$ cat src/rtl/fetch_decode_stage.sv
// fetch_decode_stage: IF/DE pipeline register with load-use hazard detection
// and a stall sequencer that drives fetch PC enable and DE/EX bubble requests.
module fetch_decode_stage #(
    parameter int                  XLEN       = 32,
    parameter logic [XLEN-1:0]     NOP_INSTR  = 32'h00000013,
    parameter int                  LOAD_STALL = 1
) (
    input  logic            clk,
    input  logic            rst_n,
    input  logic [XLEN-1:0] inst_fe,
    input  logic [XLEN-1:0] pc_fe,
    input  logic [XLEN-1:0] pcinc_fe,
    input  logic            NextPCSrc,
    input  logic            RuWr_ex,
    input  logic            isload_ex,
    input  logic [4:0]      rd_ex,
    output logic [XLEN-1:0] inst_de,
    output logic [XLEN-1:0] pc_de,
    output logic [XLEN-1:0] pcinc_de,
    output logic            valid_de,
    output logic            pc_en,
    output logic            clr_de
);
    typedef enum logic {RUN, STALL} state_e;

    state_e          state_q, state_d;
    logic [1:0]      cnt_q, cnt_d;
    logic [XLEN-1:0] inst_q, inst_d, pc_q, pc_d, pcinc_q, pcinc_d;
    logic            valid_q, valid_d;
    logic [6:0]      opcode;
    logic [4:0]      rs1, rs2;
    logic            rs1_used, rs2_used, hazard, stall;

    assign opcode   = inst_q[6:0];
    assign rs1      = inst_q[19:15];
    assign rs2      = inst_q[24:20];
    assign rs1_used = !(opcode == 7'b0110111 || opcode == 7'b0010111 || opcode == 7'b1101111);
    assign rs2_used = opcode == 7'b0110011 || opcode == 7'b0100011 || opcode == 7'b1100011;
    assign hazard   = valid_q && isload_ex && RuWr_ex && (rd_ex != 5'd0) &&
                      ((rs1_used && rs1 == rd_ex) || (rs2_used && rs2 == rd_ex));
    // STALL stalls unconditionally: EX holds a bubble, so no hazard is re-checked there
    assign stall    = (state_q == RUN) ? hazard : 1'b1;

    always_ff @(posedge clk) begin
        if (!rst_n) begin
            state_q <= RUN;
            cnt_q   <= 2'd0;
            inst_q  <= NOP_INSTR;
            pc_q    <= '0;
            pcinc_q <= '0;
            valid_q <= 1'b0;
        end else begin
            state_q <= state_d;
            cnt_q   <= cnt_d;
            inst_q  <= inst_d;
            pc_q    <= pc_d;
            pcinc_q <= pcinc_d;
            valid_q <= valid_d;
        end
    end

    always_comb begin
        state_d = NextPCSrc          ? RUN :
                  (state_q == RUN)   ? ((hazard && LOAD_STALL > 1) ? STALL : RUN) :
                  (cnt_q == 2'd1)    ? RUN : STALL;
        cnt_d   = NextPCSrc          ? 2'd0 :
                  (state_q == RUN)   ? ((hazard && LOAD_STALL > 1) ? 2'(LOAD_STALL - 1) : 2'd0) :
                  cnt_q - 2'd1;
        inst_d  = NextPCSrc ? NOP_INSTR : stall ? inst_q  : inst_fe;
        pc_d    = NextPCSrc ? '0        : stall ? pc_q    : pc_fe;
        pcinc_d = NextPCSrc ? '0        : stall ? pcinc_q : pcinc_fe;
        valid_d = NextPCSrc ? 1'b0      : stall ? valid_q : 1'b1;
    end

    always_comb begin
        pc_en  = rst_n && (!stall || NextPCSrc);
        clr_de = !rst_n || (stall && !NextPCSrc);
    end

    assign inst_de  = inst_q;
    assign pc_de    = pc_q;
    assign pcinc_de = pcinc_q;
    assign valid_de = valid_q;
endmodule

$ cat config.mk
export PLATFORM = sky130hd
export DESIGN_NAME = fetch_decode_stage
export DESIGN_NICKNAME = d
export VERILOG_FILES = /design/src/rtl/fetch_decode_stage.sv
export SDC_FILE = /design/constraint.sdc
export NUM_CORES = 1
export LEC_CHECK = 0
export ABC_AREA = 0
export CAP_MARGIN = 15
export CELL_PAD_IN_SITES_DETAIL_PLACEMENT = 1
export CELL_PAD_IN_SITES_GLOBAL_PLACEMENT = 2
export CORE_AREA = 2 2 134 136
export DETAILED_ROUTE_END_ITERATION = 8
export DIE_AREA = 0 0 136 138
export PLACE_DENSITY = 0.95
export SYNTH_ARGS = -nofsm -noshare
export SYNTH_HDL_FRONTEND = slang
export SYNTH_SLANG_ARGS = --single-unit
$ cat constraint.sdc
create_clock -name clk -period 5.45 [get_ports clk]
set_clock_uncertainty 0.1 [all_clocks]
set_input_delay 1.09 -clock clk [delete_from_list [all_inputs] [get_ports clk]]
set_output_delay 1.09 -clock clk [all_outputs]
set_load 0.1 [all_outputs]
=== Word-level counts from Yosys, hierarchy flattened ===
Cells that the tools add are included.

* Add/subtract/negate cells: 1
* Equality and inequality tests: 9
* Mux-type cells: 2
* Multiply operators: 0
* Bitwise gates (word level): 2
* Div/mod/pow operators: 0
* Shift-type cells: 0
* Reductions and logical operators: 22
* Magnitude comparators: 0

{| class="wikitable"
|+ Operator list
! kind !! number
|-
| $eq 7x6->1 const B || 3
|-
| $eq 7x7->1 const B || 2
|-
| $eq 5x5->1 || 2
|-
| $logic_and 1x1->1 || 8
|-
| $eq 7x5->1 const B || 1
|-
| $logic_or 1x1->1 || 7
|-
| $reduce_bool 5->1 || 1
|-
| $logic_not 1->1 || 4
|-
| $reduce_or 3->1 || 1
|-
| $eq 2x1->1 const B || 1
|-
| $mux 1 || 2
|-
| $not 1->1 || 2
|-
| $reduce_or 2->1 || 1
|-
| $sub 2x1->2 const B || 1
|}

* Word-level logic and storage cells: 42
* Bits in writable memories: 0
* Output and inout port bits: 99
* Register bits after elaboration: 100
* Input bits: 106
* Memory bits (read-only): 0
* Latch bits: 0
* Memories: 0

=== Longest topological paths before layout ===
* Depth after elaboration: 11
* Gate-level depth with buffers: 8
* Depth with buffers taken out: 5

=== Least setup slack after synthesis ===
OpenSTA, ideal clock, no wires.

* Path kind: input to output
* Start: in rd_ex[3]
* End: out clr_de
* Cell stages on the path: 8
* Path slack: 0.025 ns
* Data arrival time: 4.235 ns
* Cell sequence: or4_1 > o2111ai_1 > nor4_1 > a211oi_1 > buf_2 > buf_8 > buf_8 > o21ai_0

* Word-level cells in the longest chain between the ends: 7
* Elaborated cells between the ends (all ways): 11

{| class="wikitable"
|+ Ends and longest elaborated chain
! element !! line !! RTL
|-
| start, declared || 16 || <nowiki>input logic [4:0] rd_ex,</nowiki>
|-
| $eq 5x5->1 || 40 || <nowiki>((rs1_used && rs1 == rd_ex) || (rs2_used && rs2 == rd_ex));</nowiki>
|-
| $logic_and 1x1->1 || 40 ||
|-
| $logic_or 1x1->1 || 40 ||
|-
| $logic_and 1x1->1 * || 39 || <nowiki>assign hazard = valid_q && isload_ex && RuWr_ex && (rd_ex != 5'd0) &&</nowiki>
|-
| $mux 1 * || 42 || <nowiki>assign stall = (state_q == RUN) ? hazard : 1'b1;</nowiki>
|-
| $logic_and 1x1->1 * || 77 || <nowiki>clr_de = !rst_n || (stall && !NextPCSrc);</nowiki>
|-
| $logic_or 1x1->1 * || 77 ||
|-
| end, declared || 22 || <nowiki>output logic clr_de</nowiki>
|}

Mark *: on every way between the ends. The rest lies on a longest branch, timed or not.

=== Worst setup path in the final report ===
* Start: in rd_ex[0]
* End: out clr_de

The elaborated chain is that of the path after synthesis.

==> flow_metrics.env <==
export IMPL_path_class="input pin to primary output"
export IMPL_dr_pass1_iters=4
export IMPL_crit_fanout=4
export IMPL_finalWorstPathRequiredPeriod_ps=4540
export IMPL_clk_latency_ps=350
export IMPL_place_hpwl_um=9300
export IMPL_startpoint="rd_ex[0]"
export IMPL_nets=753
export IMPL_ys_top_cells_by_area="dfxtp_1 (49%), mux2i_1 (23%), nand2_1 (17%)"
export IMPL_static_leakage_power_nw=2.99
export IMPL_slew_headroom_pct=30.7
export IMPL_drv_cap=0
export IMPL_cp_end_kind="primary output"
export IMPL_ys_flop_type="dfxtp_1"
export IMPL_antenna_found_initial=0
export IMPL_die_width_um=136
export IMPL_required_ps=4260
export IMPL_drc=0
export IMPL_pin_count=205
export IMPL_r2r_end="pcinc_de[18]"
export IMPL_synth_seq_area_share_pct=48.6
export IMPL_place_congestion=0.754
export IMPL_grt_max_degree=107
export IMPL_dp_cells=864
export IMPL_cts_buffers=9
export IMPL_io_buffers=204
export IMPL_synthTopCellsByCount="nand2_1 (189), dfxtp_1 (100), mux2i_1 (96)"
export IMPL_drt_first_iter_violations=127
export IMPL_final_layout_size_suffix_gt1_share_pct=3.84
export IMPL_grt_use_total_pct=13.6
export IMPL_hold_viol_final=0
export IMPL_setup_viol=0
export IMPL_p_seq_share_pct=40.5
export IMPL_vias=3745
export IMPL_r2r_slack_ps=2510
export IMPL_netlist_area_leader_share_pct=48.6
export IMPL_vias_per_cell=4.26
export IMPL_ys_types=27
export IMPL_grt_pass1_vias=4094
export IMPL_r2r_start="inst_de[6]"
export IMPL_fin_tns_setup_ps=0
export IMPL_yosysMostFrequentCell="nand2_1"
export IMPL_clkTransAtPathRegs_ps=70
export IMPL_power_density_nw_per_um2=288
export IMPL_synth_area_um2=4120
export IMPL_wl_per_cell_um=14.4
export IMPL_internal_power_mw=1.33
export IMPL_startpoint_type="input pin"
export IMPL_ir_drop_v=0.000168
export IMPL_async_reset_ff_share_pct=0
export IMPL_cp_arrival_ps=3350
export IMPL_status="completed"
export IMPL_cts_resized=0
export IMPL_core_um2=17500
export IMPL_drv_slew=0
export IMPL_wirelength_um=12700
export IMPL_dieArea_um2=18800
export IMPL_areaGrowthSynthToFinish_pct=62.2
export IMPL_holdBufCountCts=0
export IMPL_clock_path_buffers=2
export IMPL_synth_area_leader_cell="dfxtp_1"
export IMPL_fin_cells=880
export IMPL_initial_core_util_pct=23.5
export IMPL_p_comb_share_pct=22.1
export IMPL_clockPowerShare_pct=37.4
export IMPL_synth_nets=565
export IMPL_netlist_instances=458
export IMPL_worstRegToRegCells=7
export IMPL_ant_nets=0
export IMPL_yosysWarningCount=0
export IMPL_die_h_um=138
export IMPL_cp_endpoint="clr_de"
export IMPL_num_antenna_cells=0
export IMPL_tightest_slew_ps=1040
export IMPL_p_sw_uw=592
export IMPL_min_path_type="flop to flop"
export IMPL_avgSynthCellArea_um2=8.99
export IMPL_swShare_pct=30.8
export IMPL_grt_first_pass_wirelength_um=20400
export IMPL_ys_ff_latch=100
export IMPL_ctsHtreeMaxLevel=3
export IMPL_postCtsSetupBuffers=0
export IMPL_clock_fmax_ghz=0.220
export IMPL_cts_tree="done"
export IMPL_rsz0062_at_grt="no"
export IMPL_cts_root_buf="clkbuf_16"
export IMPL_synth_edff_count=0
export IMPL_rows=49
export IMPL_finalCritPeriodShare_pct=83.4
export IMPL_grt_overflow=0
export IMPL_cts_sinks=100
## layout by cell type, fill, tap and decap left out, drive strengths merged
master / Yosys / layout
a211oi: 1 / 1
a21oi: 1 / 1
a31oi: 1 / 1
and3: 2 / 2
buf: 11 / 7
bufinv: 0 / 2
clkbuf: 21 / 11
clkdlybuf4s50: 0 / 202
clkinv: 0 / 2
dfxtp: 100 / 100
ha: 1 / 1
inv: 2 / 3
mux2i: 96 / 96
nand2: 189 / 189
nand2b: 2 / 2
nand3: 3 / 3
nand4: 1 / 1
nor2: 8 / 8
nor2b: 1 / 1
nor3: 1 / 1
nor3b: 1 / 1
nor4: 1 / 1
o2111ai: 1 / 1
o21a: 1 / 1
o21ai: 2 / 2
or4: 1 / 1
xnor2: 8 / 8
xor2: 2 / 2
## per-layer routing
metal,global-route usage [%],up-vias,wire length (um)
met5,0,-,0
met3,3.15,13,767
met4,5.59,0,217
met1,15.7,1776,5340
li1,-,1855,-
met2,23.9,101,6330
## flip-flops by register name, indices dropped and copies added, names as in the netlist
register,count
cnt_q,2
pc_de,32
state_q,1
inst_de,32
valid_de,1
pcinc_de,32
## final cells by class
| cell class | instances | area (um2) |
|---|---|---|
| sequential | 100 | 2000 |
| clock buffer | 11 | 253 |
| inverter | 2 | 7.51 |
| tap | 229 | 287 |
| multi-input combinational | 324 | 1940 |
| fill | 2028 | 10900 |
| timing repair buffer | 209 | 2100 |
| clock inverter | 5 | 82.6 |
## worst min path at each step
stage	from	slack, ps	endpoint	cells past startpoint
after floorplan	cnt_q[0]	300	cnt_q[0]	1
after global placement	cnt_q[0]	310	cnt_q[0]	1
after detailed placement	cnt_q[0]	320	cnt_q[0]	1
after CTS	cnt_q[0]	330	cnt_q[0]	1
after global routing	cnt_q[0]	350	cnt_q[0]	1
final	cnt_q[0]	330	cnt_q[0]	1
## through the flow
stage	power [mW]	instance area [um2]	hold WS (ps)	worst slack, ps	utilization, %
5_1_grt	2.01	6680	354	745	38.1
3_3_place_gp	1.22	6340	305	952	36.2
4_1_cts	1.95	6680	334	856	38.1
3_5_place_dp	1.22	6340	322	767	36.2
2_1_floorplan	1.06	4120	297	24.6	-
6_report	1.92	6680	332	906	38.1
## worst max-delay path: stages
cell	delay [ps]
clkdlybuf4s50_1	470
or4_1	550
o2111ai_1	290
a31oi_1	140
a211oi_4	400
o21ai_0	200
buf_12	210
## power by group through the flow
stage | clock network (mW) | registers [mW] | logic, mW
3_3_place_gp | 0 | 0.794 | 0.421
2_1_floorplan | 0 | 1.00 | 0.0646
3_5_place_dp | 0 | 0.795 | 0.427
4_1_cts | 0.747 | 0.779 | 0.428
5_1_grt | 0.780 | 0.782 | 0.443
6_report | 0.718 | 0.778 | 0.424
## logic make-up (layout without fill, tap and decap cells)
| family | Yosys count | count (layout) | synth area share, % |
|---|---|---|---|
| buffers and inverters | 34 | 227 | 4.59 |
| muxes | 96 | 96 | 23.4 |
| AOI/OAI and AO/OA | 7 | 7 | 1.09 |
| xor gates and xnor gates | 10 | 10 | 2.13 |
| and+or+nand+nor | 210 | 210 | 19.9 |
| adders and majority gates | 1 | 1 | 0.304 |
| DFF | 100 | 100 | 48.6 |
Note: power is estimated with default switching activity, not from simulation.
